$ cat config.mk
export PLATFORM = sky130hd
export DESIGN_NAME = tdm_demux_flat
export DESIGN_NICKNAME = d
export VERILOG_FILES = /design/src/rtl/tdm_pkg.sv /design/src/rtl/tdm_demux_if.sv /design/src/rtl/tdm_slot_ctr.sv /design/src/rtl/tdm_demux.sv /design/src/flat_wrapper.sv
export SDC_FILE = /design/constraint.sdc
export NUM_CORES = 1
export LEC_CHECK = 0
export CAP_MARGIN = 30
export CORE_UTILIZATION = 42
export CTS_CLUSTER_SIZE = 10
export DETAILED_ROUTE_END_ITERATION = 12
export PLACE_DENSITY_LB_ADDON = 0.08
export SETUP_SLACK_MARGIN = 0.4
export SLEW_MARGIN = 20
export SYNTH_ARGS = -nofsm -noshare
export SYNTH_HDL_FRONTEND = slang
export SYNTH_SLANG_ARGS = --single-unit
$ cat constraint.sdc
create_clock -name clk -period 1.9 [get_ports clk]
set_input_delay 0.19 -clock clk [delete_from_list [all_inputs] [get_ports clk]]
set_output_delay 0.19 -clock clk [all_outputs]
set_load 0.03 [all_outputs]
$ cat src/rtl/tdm_pkg.sv
// tdm_pkg: shared state encoding and default sizes for the TDM demultiplexer.
package tdm_pkg;
   typedef enum logic {HUNT, SYNC} state_t;
   localparam int NCH_DEF = 4;
   localparam int W_DEF = 8;
   localparam int ERR_W = 8;
endpackage

$ cat src/rtl/tdm_demux_if.sv
// tdm_demux_if: shared slot-word stream feeding the demultiplexer.
interface tdm_demux_if
   import tdm_pkg::*;
#(
   parameter int W = W_DEF
);
   logic         in_valid;
   logic [W-1:0] in_data;
   logic         in_sof;
   modport master (output in_valid, in_data, in_sof);
   modport slave (input in_valid, in_data, in_sof);
endinterface

$ cat src/rtl/tdm_slot_ctr.sv
// tdm_slot_ctr: slot counter with clear, load-1, increment-with-wrap and terminal flag.
module tdm_slot_ctr #(
   parameter int NCH = 4,
   localparam int SW = $clog2(NCH)
) (
   input  logic          clk,
   input  logic          rst,
   input  logic          clr,
   input  logic          ld1,
   input  logic          inc,
   output logic [SW-1:0] slot,
   output logic          last
);
   assign last = slot == SW'(NCH - 1);
   always_ff @(posedge clk)
      if (rst || clr) slot <= '0;
      else if (ld1) slot <= SW'(1);
      else if (inc) slot <= last ? '0 : slot + SW'(1);
endmodule

$ cat src/rtl/tdm_demux.sv
// tdm_demux: locks onto frame SOF, steers slot words to channel registers, flags framing errors.
// TDM_DEMUX_ERR_CNT_EN adds a saturating framing-error counter port err_cnt.
module tdm_demux
   import tdm_pkg::*;
#(
   parameter int NCH = NCH_DEF,
   parameter int W = W_DEF
) (
   input  logic                  clk,
   input  logic                  rst,
   tdm_demux_if.slave            bus,
   output logic [NCH-1:0][W-1:0] ch_data,
   output logic [NCH-1:0]        ch_valid,
   output logic                  frame_done,
   output logic                  sync,
   output logic                  sof_err
`ifdef TDM_DEMUX_ERR_CNT_EN
   ,
   output logic [ERR_W-1:0]      err_cnt
`endif
);
   localparam int SW = $clog2(NCH);
   state_t state, state_nxt;
   logic [SW-1:0] slot, widx;
   logic last, wr, ld1, clr, inc, err, done;
   tdm_slot_ctr #(.NCH(NCH)) u_ctr (
      .clk(clk), .rst(rst), .clr(clr), .ld1(ld1), .inc(inc), .slot(slot), .last(last)
   );
   always_comb begin
      state_nxt = state;
      wr = 1'b0;
      ld1 = 1'b0;
      clr = 1'b0;
      inc = 1'b0;
      err = 1'b0;
      done = 1'b0;
      if (bus.in_valid) begin
         if (state == HUNT) begin
            if (bus.in_sof) begin
               wr = 1'b1;
               ld1 = 1'b1;
               state_nxt = SYNC;
            end
         end else if (bus.in_sof && slot != '0) begin
            err = 1'b1;
            wr = 1'b1;
            ld1 = 1'b1;
         end else if (!bus.in_sof && slot == '0) begin
            err = 1'b1;
            clr = 1'b1;
            state_nxt = HUNT;
         end else begin
            wr = 1'b1;
            inc = 1'b1;
            done = last;
         end
      end
   end
   // an SOF beat always lands in slot 0 regardless of the current count
   assign widx = ld1 ? '0 : slot;
   assign sync = state == SYNC;
   always_ff @(posedge clk)
      if (rst) begin
         state <= HUNT;
         ch_data <= '0;
         ch_valid <= '0;
         frame_done <= 1'b0;
         sof_err <= 1'b0;
      end else begin
         state <= state_nxt;
         if (wr) ch_data[widx] <= bus.in_data;
         ch_valid <= wr ? {{(NCH-1){1'b0}}, 1'b1} << widx : '0;
         frame_done <= done;
         sof_err <= err;
      end
`ifdef TDM_DEMUX_ERR_CNT_EN
   always_ff @(posedge clk)
      if (rst) err_cnt <= '0;
      else if (err && err_cnt != '1) err_cnt <= err_cnt + ERR_W'(1);
`endif
endmodule

$ cat src/flat_wrapper.sv
// flat-port wrapper written by rule: the top's interface ports become plain ports
module tdm_demux_flat import tdm_pkg::*;
#(
   parameter int NCH = NCH_DEF,
   parameter int W = W_DEF
)
  (clk, rst, ch_data, ch_valid, frame_done, sync, sof_err, bus_in_valid, bus_in_data, bus_in_sof);
  tdm_demux_if #(.W(W)) bus_i ();
  input  logic clk;
  input  logic rst;
  output logic [NCH-1:0][W-1:0] ch_data;
  output logic [NCH-1:0] ch_valid;
  output logic frame_done;
  output logic sync;
  output logic sof_err;
  input wire logic [$bits(bus_i.in_valid)-1:0] bus_in_valid;
  input wire logic [$bits(bus_i.in_data)-1:0] bus_in_data;
  input wire logic [$bits(bus_i.in_sof)-1:0] bus_in_sof;
  assign bus_i.in_valid = bus_in_valid;
  assign bus_i.in_data = bus_in_data;
  assign bus_i.in_sof = bus_in_sof;
  tdm_demux #(.NCH(NCH), .W(W)) u_core (.clk(clk), .rst(rst), .bus(bus_i), .ch_data(ch_data), .ch_valid(ch_valid), .frame_done(frame_done), .sync(sync), .sof_err(sof_err));
endmodule
## Word-level counts from Yosys, hierarchy flattened

Cells that the tools add are included.

| storage, ports and cells | value |
|---|---|
| bits of input ports | 12 |
| register bits after elaboration | 41 |
| output and inout port bits | 39 |

| operators by class | value |
|---|---|
| $lt $le $gt $ge | 2 |
| muxes and demuxes | 23 |
| bitwise operators | 3 |
| $add $sub $neg | 1 |
| reductions and logical operators | 12 |
| equal/unequal tests | 1 |
| shifts and indexed selects | 1 |

Operator list:

| kind | number |
|---|---|
| $bwmux W32 | 1 |
| $mux W1 | 18 |
| $demux W8 S2 | 1 |
| $mux W8 | 1 |
| $reduce_or A5 Y1 | 1 |
| $mux W2 | 2 |
| $reduce_bool A2 Y1 | 2 |
| $reduce_or A2 Y1 | 2 |
| $shl A1 B2 Y4 const A | 1 |
| $logic_and A1 B1 Y1 | 3 |
| $lt A2 B3 Y1 const B | 1 |
| $not A1 Y1 | 3 |
| $reduce_or A3 Y1 | 1 |
| $add A2 B1 Y2 const B | 1 |
| $eq A2 B2 Y1 const B | 1 |
| $ge A2 B1 Y1 const B | 1 |
| $logic_not A2 Y1 | 1 |
| $logic_not A1 Y1 | 1 |
| $logic_or A1 B1 Y1 | 1 |

## Logic depth before layout (Yosys ltp)

Gate-level depths: netlist (run 1).

| depth | value |
|---|---|
| depth in word-level cells | 11 |
| mapped depth | 9 |

## By module

From an unflattened synthesis (run 1), not the netlist that was laid out.

| unflattened totals | value |
|---|---|
| cell total of the unflattened synthesis | 164 |
| area total of the unflattened synthesis | 1656.6 um2 |

By module, submodules not included:

| module | cells each | times used | sequential area each (um2) | area each (um2) |
|---|---|---|---|---|
| tdm_demux | 155 | 1 | 780.7 | 1561.5 |
| tdm_slot_ctr | 9 | 1 | 40.0 | 95.1 |

## Least setup slack after synthesis (run 1)

Ideal clock, no wire load.

| timing | value |
|---|---|
| kind | flip-flop to flip-flop |
| from | reg u_core.u_ctr.slot[1] |
| to | reg u_core.ch_data[5] in the netlist's numbering |
| data required time | 1.781 ns |
| cell stages (with the launch flop) | 10 |
| clock period less this slack | 1.867 ns |
| library setup time | 0.119 ns |
| setup slack | 0.033 ns |
| arrival | 1.748 ns |
| cells stage by stage | dfxtp_1 inv_1 ha_1 inv_1 ha_1 mux2_4 a21oi_2 and3b_1 buf_6 mux2i_1 |

| on the way | value |
|---|---|
| cells in the longest elaborated chain, start to end | 11 |
| elaborated cells on any way between the ends | 18 |
| those cells by class | order compare (2); mux (11); reduce/logical (5) |

Ends and longest elaborated chain:

| what | line | text |
|---|---|---|
| from (decl) | tdm_slot_ctr.sv:11 | `output logic [SW-1:0] slot,` |
| from (signal assigned) | tdm_slot_ctr.sv:18 | `else if (inc) slot <= last ? '0 : slot + SW'(1);` |
| $reduce_bool A2 Y1 | tdm_demux.sv:44 | `end else if (bus.in_sof && slot != '0) begin` |
| $logic_and A1 B1 Y1 | tdm_demux.sv:44 |  |
| $mux W1 | tdm_demux.sv:44 |  |
| $mux W1 | tdm_demux.sv:38 | `if (state == HUNT) begin` |
| $mux W1 | tdm_demux.sv:37 | `if (bus.in_valid) begin` |
| $mux W2 | tdm_demux.sv:60 | `assign widx = ld1 ? '0 : slot;` |
| $lt A2 B3 Y1 (not written as such) / $ge A2 B1 Y1 (equally long branches) | tdm_demux.sv:71 | `if (wr) ch_data[widx] <= bus.in_data;` |
| $logic_and A1 B1 Y1 (not written as such) | tdm_demux.sv:71 |  |
| $mux W8 (not written as such) | tdm_demux.sv:71 |  |
| $demux W8 S2 | - |  |
| $bwmux W32 | tdm_demux.sv:71 |  |
| to (signal, indexed assignment) | tdm_demux.sv:71 |  |
| to (decl) | tdm_demux.sv:12 | `output logic [NCH-1:0][W-1:0] ch_data,` |

Parallel ways exist; a longest one is shown, timed or not.
A chain may end at the register's enable or synchronous reset.

## Worst setup path after layout (run 1)

| timing | value |
|---|---|
| from | reg u_core.u_ctr.slot[1] |
| to | reg u_core.ch_data[16] in the netlist's numbering |

Same word-level chain as after synthesis.

==> results of run 1 <==
final timing paths:
check	endpoint	slack, ns	cells after the start
max	u_core.ch_data[16]	0.16	9
min	u_core.ch_data[7]	0.47	2
max reg2reg	u_core.ch_data[16]	0.16	9
min reg2reg	u_core.ch_data[7]	0.47	2
cell usage in the layout, fill, tap and decap left out, types with 2 or more instances in the layout:
| cell type | count |
|---|---|
| dlymetal6s2s_1 | 23 |
| buf_6 | 3 |
| nand2b_1 | 24 |
| nor2_1 | 19 |
| a21oi_1 | 2 |
| nand2_1 | 2 |
| buf_4 | 15 |
| dfxtp_4 | 2 |
| a311oi_1 | 2 |
| clkbuf_8 | 6 |
| inv_2 | 2 |
| ha_4 | 2 |
| ha_1 | 3 |
| dlygate4sd2_1 | 11 |
| mux2i_1 | 33 |
| nand3_4 | 2 |
| nor3_2 | 3 |
| dfxtp_1 | 39 |
| clkdlybuf4s50_1 | 16 |
per-layer routing:
layer  vias to the layer above  share of wire  GRT usage
met4                         0          0.013    0.09783
met1                       680           0.45     0.2487
met5                         -              0          0
met2                        39           0.48     0.3202
met3                         5          0.048    0.03993
li1                        681              -          -
critical path, stage by stage, from the launching register on:
cell and delay, ns:
dfxtp_4 0.36, clkinv_4 0.05, ha_4 0.14, inv_2 0.04
ha_4 0.15, mux2_4 0.27, a21oi_4 0.16, and3_4 0.20
buf_6 0.12, mux2i_1 0.18
what timing repair did:
item,in CTS,in global routing
pin swaps,6,6
setup buffers,5,2
endpoints found under the setup margin,49,61
resized for setup,25,29
logic make-up (layout without fill, tap and decap cells):
| logic type | after synthesis | in the layout | synth area share |
|---|---|---|---|
| simple gates | 62 | 62 | 0.2021 |
| flops | 41 | 41 | 0.4820 |
| mux | 34 | 34 | 0.2028 |
| buf+inv | 13 | 79 | 0.03820 |
| compound gates | 8 | 8 | 0.03821 |
| fa+ha+maj | 5 | 5 | 0.03674 |
registers in the layout (all words and copies together) (netlist names):
| name | cells |
|---|---|
| u_core.ch_data | 32 |
| u_core.ch_valid | 4 |
| u_core.frame_done | 1 |
| u_core.sof_err | 1 |
| u_core.sync | 1 |
| u_core.u_ctr.slot | 2 |
final cells by class:
type                            instances  area, um2
Timing Repair Buffer                   68      690.7
Multi-Input combinational cell        109      922.1
Clock buffer                            7      86.33
Fill cell                             291       1164
Tap cell                               48      60.06
Inverter                                4      20.02
Sequential cell                        41      828.3
power by group:
part           total [mW]  internal (mW)  switching [mW]
registers           0.885          0.875         0.00959
logic               0.270          0.128           0.141
clock network       0.555          0.288           0.267
per-stage QoR:
step,utilization,worst slack (ns)
2_1_floorplan,-,0.2119
3_3_place_gp,0.6181,-0.04211
4_1_cts,0.6649,0.1448
6_report,0.6914,0.1648
3_5_place_dp,0.6181,-0.08865
5_1_grt,0.6914,0.1104
==> results.cfg, run 1 <==
[final_layout]
fin_area_um2 = 2608
layout-drive-gt1-share = 0.2052
final_nets = 246
instances_no_fill = 277
antenna_cells = 0
syn_to_final_growth_pct = 53.12

[floorplan]
dieArea_um2 = 4313
die_w_um = 65.68
ioPinCount = 51
placementRows = 22
coreArea_um2 = 3771
fp.dieH_um = 65.68
initial_core_util = 0.4516

[cts]
cts_sinks = 41
cts_buffer_depth = 2
cts_made_buffers = 5
clk_pin_slew_worst_paths_ns = 0.07
cts_tree = done
cts-htree-levels = 2
hold_buffers = 0
clk_latency_ns = 0.28
cts_root_buffer = clkbuf_8

[place]
port_buffers = 50
gp_congestion = 0.8199
dp_cells = 263
place_area_um2 = 2331
dp_hpwl_um = 2858

[synth]
synthTopCellsByArea = dfxtp_1 48%, mux2i_1 19%, nand2b_1 9.2%
ys_ff_latch = 41
synth_edf_count = 0
netlist_area_um2 = 1703
ys.flop_type = dfxtp_1
synthCells = 163
yosys.area.top_type_share = 0.4820
async_reset_ff_frac = 0
yosysWarnings = 0
ys_types = 27
syn_nets = 180
yosys.area.top_type = dfxtp_1
syn_avg_cell_area_um2 = 10.45
yosysSeqAreaShare = 0.4820
synthTopCellsByCount = 41 x dfxtp_1, 33 x mux2i_1, 25 x nand2b_1
synth_most_common_cell = dfxtp_1

[timing]
hold_viol = 0
tightest_slew_ns = 0.3571
setup_viol = 0
post-route-min-period_ns = 1.735
max_freq_mhz = 576.3
period_share = 0.9133
finalClockSkew_ns = 0.004317
drv_slew = 0
setup_tns_ns = 0
slew_headroom = 0.7615
rsz0062_at_grt = true
worst_hold_slack_ns = 0.4729

[outcome]
status = complete, no violations

[hold_path]
hp-start = u_core.ch_data[7]
min_path_type = register to register

[grt]
grt_first_pass_wirelength_um = 6258
grt_max_degree = 28
track_usage = 0.1983
antenna_found_initial = 0
grt_pass1_vias = 1292
gr-total-overflow = 0

[routing]
firstDrtPassIters = 4
wl_per_cell_um = 15.11
via_per_inst = 5.072
routed-via-count = 1405
drc = 0
wl_um = 4185
drtIter0Drc = 62
ant_nets = 0

[power_and_ir_drop]
finalPower_mw = 1.710
ir_drop_uv = 460.5
cellLeakagePower_nw = 1.577
powerDensity_nw_per_um2 = 655.7

[setup_path]
r2r_start = u_core.u_ctr.slot[1]
start_kind = register
cp-end-kind = register
cp.arrival_ns = 1.95
required_ns = 2.12
timing.critical_path.from = u_core.u_ctr.slot[1]
path_class = register to register
cp_max_fo = 5

[job]
maxCapViolCount = 0
Power figures use the tool's default switching activity.
==> run 2: changes to the inputs <==
--- a/config.mk
+++ b/config.mk
@@ -9,7 +9,7 @@
 export CORE_UTILIZATION = 42
 export CTS_CLUSTER_SIZE = 10
 export DETAILED_ROUTE_END_ITERATION = 12
-export PLACE_DENSITY_LB_ADDON = 0.08
+export PLACE_DENSITY = 0.75
 export SETUP_SLACK_MARGIN = 0.4
 export SLEW_MARGIN = 20
 export SYNTH_ARGS = -nofsm -noshare
==> results.cfg, run 2 (synthesis gave the netlist of run 1 again) <==
[timing]
max_freq_mhz = 584.9
drv_slew = 0
period_share = 0.8999
slew_headroom = 0.7781
worst_hold_slack_ns = 0.4722
rsz0062_at_grt = true
post-route-min-period_ns = 1.710
tightest_slew_ns = 0.3342
hold_viol = 0
finalClockSkew_ns = 0.007398
setup_tns_ns = 0
setup_viol = 0

[floorplan]
ioPinCount = 51
die_w_um = 65.68
coreArea_um2 = 3771
initial_core_util = 0.4516
dieArea_um2 = 4313
fp.dieH_um = 65.68
placementRows = 22

[cts]
cts-htree-levels = 2
clk_pin_slew_worst_paths_ns = 0.08
cts_buffer_depth = 2
clk_latency_ns = 0.30
cts_tree = done
cts_sinks = 41
cts_made_buffers = 5
cts_root_buffer = clkbuf_8

[place]
dp_hpwl_um = 2922
port_buffers = 50
gp_congestion = 0.8552

[routing]
routed-via-count = 1402
wl_um = 4153
via_per_inst = 5.043
wl_per_cell_um = 14.94
drc = 0
drtIter0Drc = 37
ant_nets = 0
firstDrtPassIters = 4

[setup_path]
crit_path_max_incr_delay_ns = 0.36
ff2ff_path_depth = 8
path_cells = inv_4 > ha_4 > inv_2 > ha_4 > mux2_4 > a21oi_4 > and3_4 > mux2i_1
cp.arrival_ns = 1.94
start_kind = register
path_class = register to register
cp-end-kind = register
path_depth = 8
crit_slowest_cell = dfxtp_4
cp_top_family = multiplexers
critPathMostFrequentCell = ha_4
path_buf_inv = 2
cp_max_fo = 5
required_ns = 2.13

[grt]
grt_max_degree = 36
gr-total-overflow = 0
antenna_found_initial = 0
grt_first_pass_wirelength_um = 6734
track_usage = 0.2085
grt_pass1_vias = 1404

[final_layout]
antenna_cells = 0
largest_register_ffs = 32
top_regs = u_core.ch_data (32), u_core.ch_valid (4), u_core.u_ctr.slot (2)
mostFrequentLayoutCells = 39 x dfxtp_1, 33 x mux2i_1, 28 x dlygate4sd2_1
final_nets = 246
final_util = 0.6855
syn_to_final_growth_pct = 51.80
max_flop_register = u_core.ch_data
layout-drive-gt1-share = 0.2174
final_common_cell = dfxtp_1

[job]
maxCapViolCount = 0

[outcome]
status = complete, no violations

[power_and_ir_drop]
powerDensity_nw_per_um2 = 718.7
cellLeakagePower_nw = 1.358
ir_drop_uv = 587.3
finalPower_mw = 1.858

[hold_path]
whs_path_depth = 2
min_path_type = register to register
==> run 2: cell types whose count changed in the layout (fill, tap and decap cells not counted), moves of 2 or more <==
cell / before / now
buf_6: 3 / 1
buf_4: 15 / 17
dlymetal6s2s_1: 23 / 6
dlygate4sd2_1: 11 / 28
==> run 2: path summary, 6_finish.rpt <==
path	slack, ns	end	startpoint
setup / recovery	0.19	u_core.ch_data[20]	u_core.u_ctr.slot[0]
hold / removal	0.47	u_core.ch_data[6]	u_core.ch_data[6]
setup reg to reg	0.19	u_core.ch_data[20]	u_core.u_ctr.slot[0]
hold reg to reg	0.47	u_core.ch_data[6]	u_core.ch_data[6]
==> run 2: area by class of cell <==
class / instances / area, um2
multi-input cells: 109 / 939.7
fillers: 281 / 1186
well taps: 48 / 60.06
flip-flops and latches: 41 / 828.3
clock inverters: 3 / 46.29
inverters: 4 / 22.52
repair buffers: 68 / 619.3
clock buffers: 5 / 68.82
==> run 2: through the flow <==
stage | std cells | worst slack (ns) | area (um2)
4_1_cts | 276 | 0.1876 | 2516
3_5_place_dp | 263 | -0.1389 | 2331
5_1_grt | 278 | 0.1541 | 2585
2_1_floorplan | 163 | 0.2119 | 1742
6_report | 278 | 0.1902 | 2585
3_3_place_gp | 263 | -0.05961 | 2331
==> run 2: power breakdown <==
part | internal [mW] | switching, mW | total [mW]
registers | 0.875 | 0.0126 | 0.887
clock network | 0.393 | 0.312 | 0.705
logic | 0.126 | 0.140 | 0.265
==> run 2: worst min-delay path, delay by kind of cell (launching register included) <==
family | cells | cell delay, ns
flops | 1 | 0.31
mux | 1 | 0.05
simple gates | 1 | 0.06
==> run 2: per-layer routing <==
| layer | vias up | track usage | share of wire |
|---|---|---|---|
| li1 | 679 | - | - |
| met1 | 674 | 0.2452 | 0.43 |
| met2 | 43 | 0.3495 | 0.50 |
| met3 | 6 | 0.06597 | 0.063 |
| met4 | 0 | 0.07880 | 0.014 |
| met5 | - | 0 | 0 |
==> run 2: timing repair <==
item | 4_1_cts | 5_1_grt
resized for setup | 43 | 14
pin swaps | 9 | 9
hold buffers | 0 | 0
setup endpoints to repair | 66 | 44
buffers inserted | 5 | 2
hold endpoints to repair | 0 | 0
==> run 3: changes to the inputs <==
--- a/config.mk
+++ b/config.mk
@@ -5,11 +5,12 @@
 export SDC_FILE = /design/constraint.sdc
 export NUM_CORES = 1
 export LEC_CHECK = 0
+export ABC_CLOCK_PERIOD_IN_PS = 1900
 export CAP_MARGIN = 30
-export CORE_UTILIZATION = 42
+export CORE_UTILIZATION = 40
 export CTS_CLUSTER_SIZE = 10
 export DETAILED_ROUTE_END_ITERATION = 12
-export PLACE_DENSITY = 0.75
+export PLACE_DENSITY = 0.72
 export SETUP_SLACK_MARGIN = 0.4
 export SLEW_MARGIN = 20
 export SYNTH_ARGS = -nofsm -noshare
==> results.cfg, run 3 (synthesis gave the netlist of run 1 again) <==
[routing]
wl_per_cell_um = 14.44
drc = 0
via_per_inst = 4.978
drtIter0Drc = 49
wl_um = 4015
routed-via-count = 1384
firstDrtPassIters = 4
ant_nets = 0

[cts]
hold_buffers = 0
clk_pin_slew_worst_paths_ns = 0.07
cts_root_buffer = clkbuf_8
cts_buffer_depth = 2
cts-htree-levels = 2
cts_sinks = 41
clk_latency_ns = 0.29
cts_made_buffers = 5
cts_tree = done

[setup_path]
rrSetupSlack_ns = 0.19
r2r_start = u_core.u_ctr.slot[0]
timing.rr.end = u_core.ch_data[19]
path_class = register to register
cp-end-kind = register
cp.arrival_ns = 1.92
ff2ff_path_depth = 8
crit_end = u_core.ch_data[19]
start_kind = register
cp_max_fo = 5
required_ns = 2.11
timing.critical_path.from = u_core.u_ctr.slot[0]

[floorplan]
die_w_um = 67.25
coreArea_um2 = 4058
dieArea_um2 = 4522
placementRows = 23
fp.dieH_um = 67.25
ioPinCount = 51
initial_core_util = 0.4197

[timing]
drv_slew = 0
tightest_slew_ns = 0.3333
fin_ws_ns = 0.1920
worst_hold_slack_ns = 0.4713
post-route-min-period_ns = 1.708
slew_headroom = 0.7774
max_freq_mhz = 585.5
rsz0062_at_grt = true
hold_viol = 0
period_share = 0.8990
setup_viol = 0
finalClockSkew_ns = 0.004079

[place]
dp_hpwl_um = 3049
pre_cts_slack_ns = -0.2420
gp_congestion = 0.9133
port_buffers = 50

[grt]
track_usage = 0.1852
grt_pass1_vias = 1347
gr-total-overflow = 0
grt_first_pass_wirelength_um = 6120
grt_max_degree = 34
antenna_found_initial = 0

[final_layout]
final_nets = 245
final_common_cell = dfxtp_1
fillCellCount = 327
syn_to_final_growth_pct = 53.71
top_regs = u_core.ch_data (32), u_core.ch_valid (4), u_core.u_ctr.slot (2)
mostFrequentLayoutCells = 39 x dfxtp_1, 33 x mux2i_1, 24 x nand2b_1
antenna_cells = 0
multiInputGateArea_um2 = 927.1
layout-drive-gt1-share = 0.2105
max_flop_register = u_core.ch_data
largest_register_ffs = 32
seqCellArea_um2 = 828.3

[power_and_ir_drop]
powerDensity_nw_per_um2 = 651.4
cellLeakagePower_nw = 1.569
ir_drop_uv = 366.3

[outcome]
status = complete, no violations

[hold_path]
min_path_type = register to register
hp-start = u_core.ch_data[1]

[job]
maxCapViolCount = 0
==> run 3: how the worst min path moves through the flow <==
| stage | endpoint | cells after the start |
|---|---|---|
| 2_1_floorplan | u_core.ch_data[10] | 2 |
| 3_3_place_gp | u_core.ch_data[7] | 2 |
| 3_5_place_dp | u_core.ch_data[1] | 2 |
| 4_1_cts | u_core.ch_data[1] | 2 |
| 5_1_grt | u_core.ch_data[5] | 2 |
| 6_report | u_core.ch_data[1] | 2 |
==> run 3: layout make-up <==
class | instances | share of cell area
tap | 50 | 0.02390
timing repair buffer | 67 | 0.2639
clock buffer | 7 | 0.03298
multi-input combinational | 109 | 0.3542
inverter | 4 | 0.008604
sequential | 41 | 0.3164
==> run 3: timing repair <==
action / 4_1_cts / 5_1_grt
setup endpoints to repair: 50 / 60
resized for setup: 25 / 34
setup buffers: 3 / 1
pin swaps: 6 / 5
==> run 3: report_power, final <==
group          total, mW  internal (mW)  switching (mW)
logic              0.260          0.124           0.136
clock network      0.560          0.288           0.272
registers          0.885          0.875         0.00973
==> run 3: per-stage QoR <==
step | cell area [um2] | cells | total power, mW | util | TNS, ns
6_report | 2618 | 278 | 1.705 | 0.6451 | 0
2_1_floorplan | 1742 | 163 | 1.039 | - | 0
4_1_cts | 2485 | 277 | 1.697 | 0.6124 | 0
3_3_place_gp | 2349 | 267 | 1.127 | 0.5788 | -2.295
5_1_grt | 2618 | 278 | 1.767 | 0.6451 | 0
3_5_place_dp | 2349 | 267 | 1.137 | 0.5788 | -4.790
==> run 3: per-layer routing <==
layer	track usage	wire length (um)	share of wire
met5	0	0	0
met4	0.07979	72	0.018
met3	0.03885	151	0.038
met2	0.3275	2123	0.53
met1	0.2135	1668	0.42
==> run 3: worst max-delay path, cell delays in order, from the launching register on <==
cell and delay, ns:
dfxtp_4 0.36, inv_4 0.05, ha_4 0.13, inv_2 0.04, ha_4 0.14, mux2_4 0.28
a21oi_4 0.16, and3_4 0.26, mux2i_1 0.20
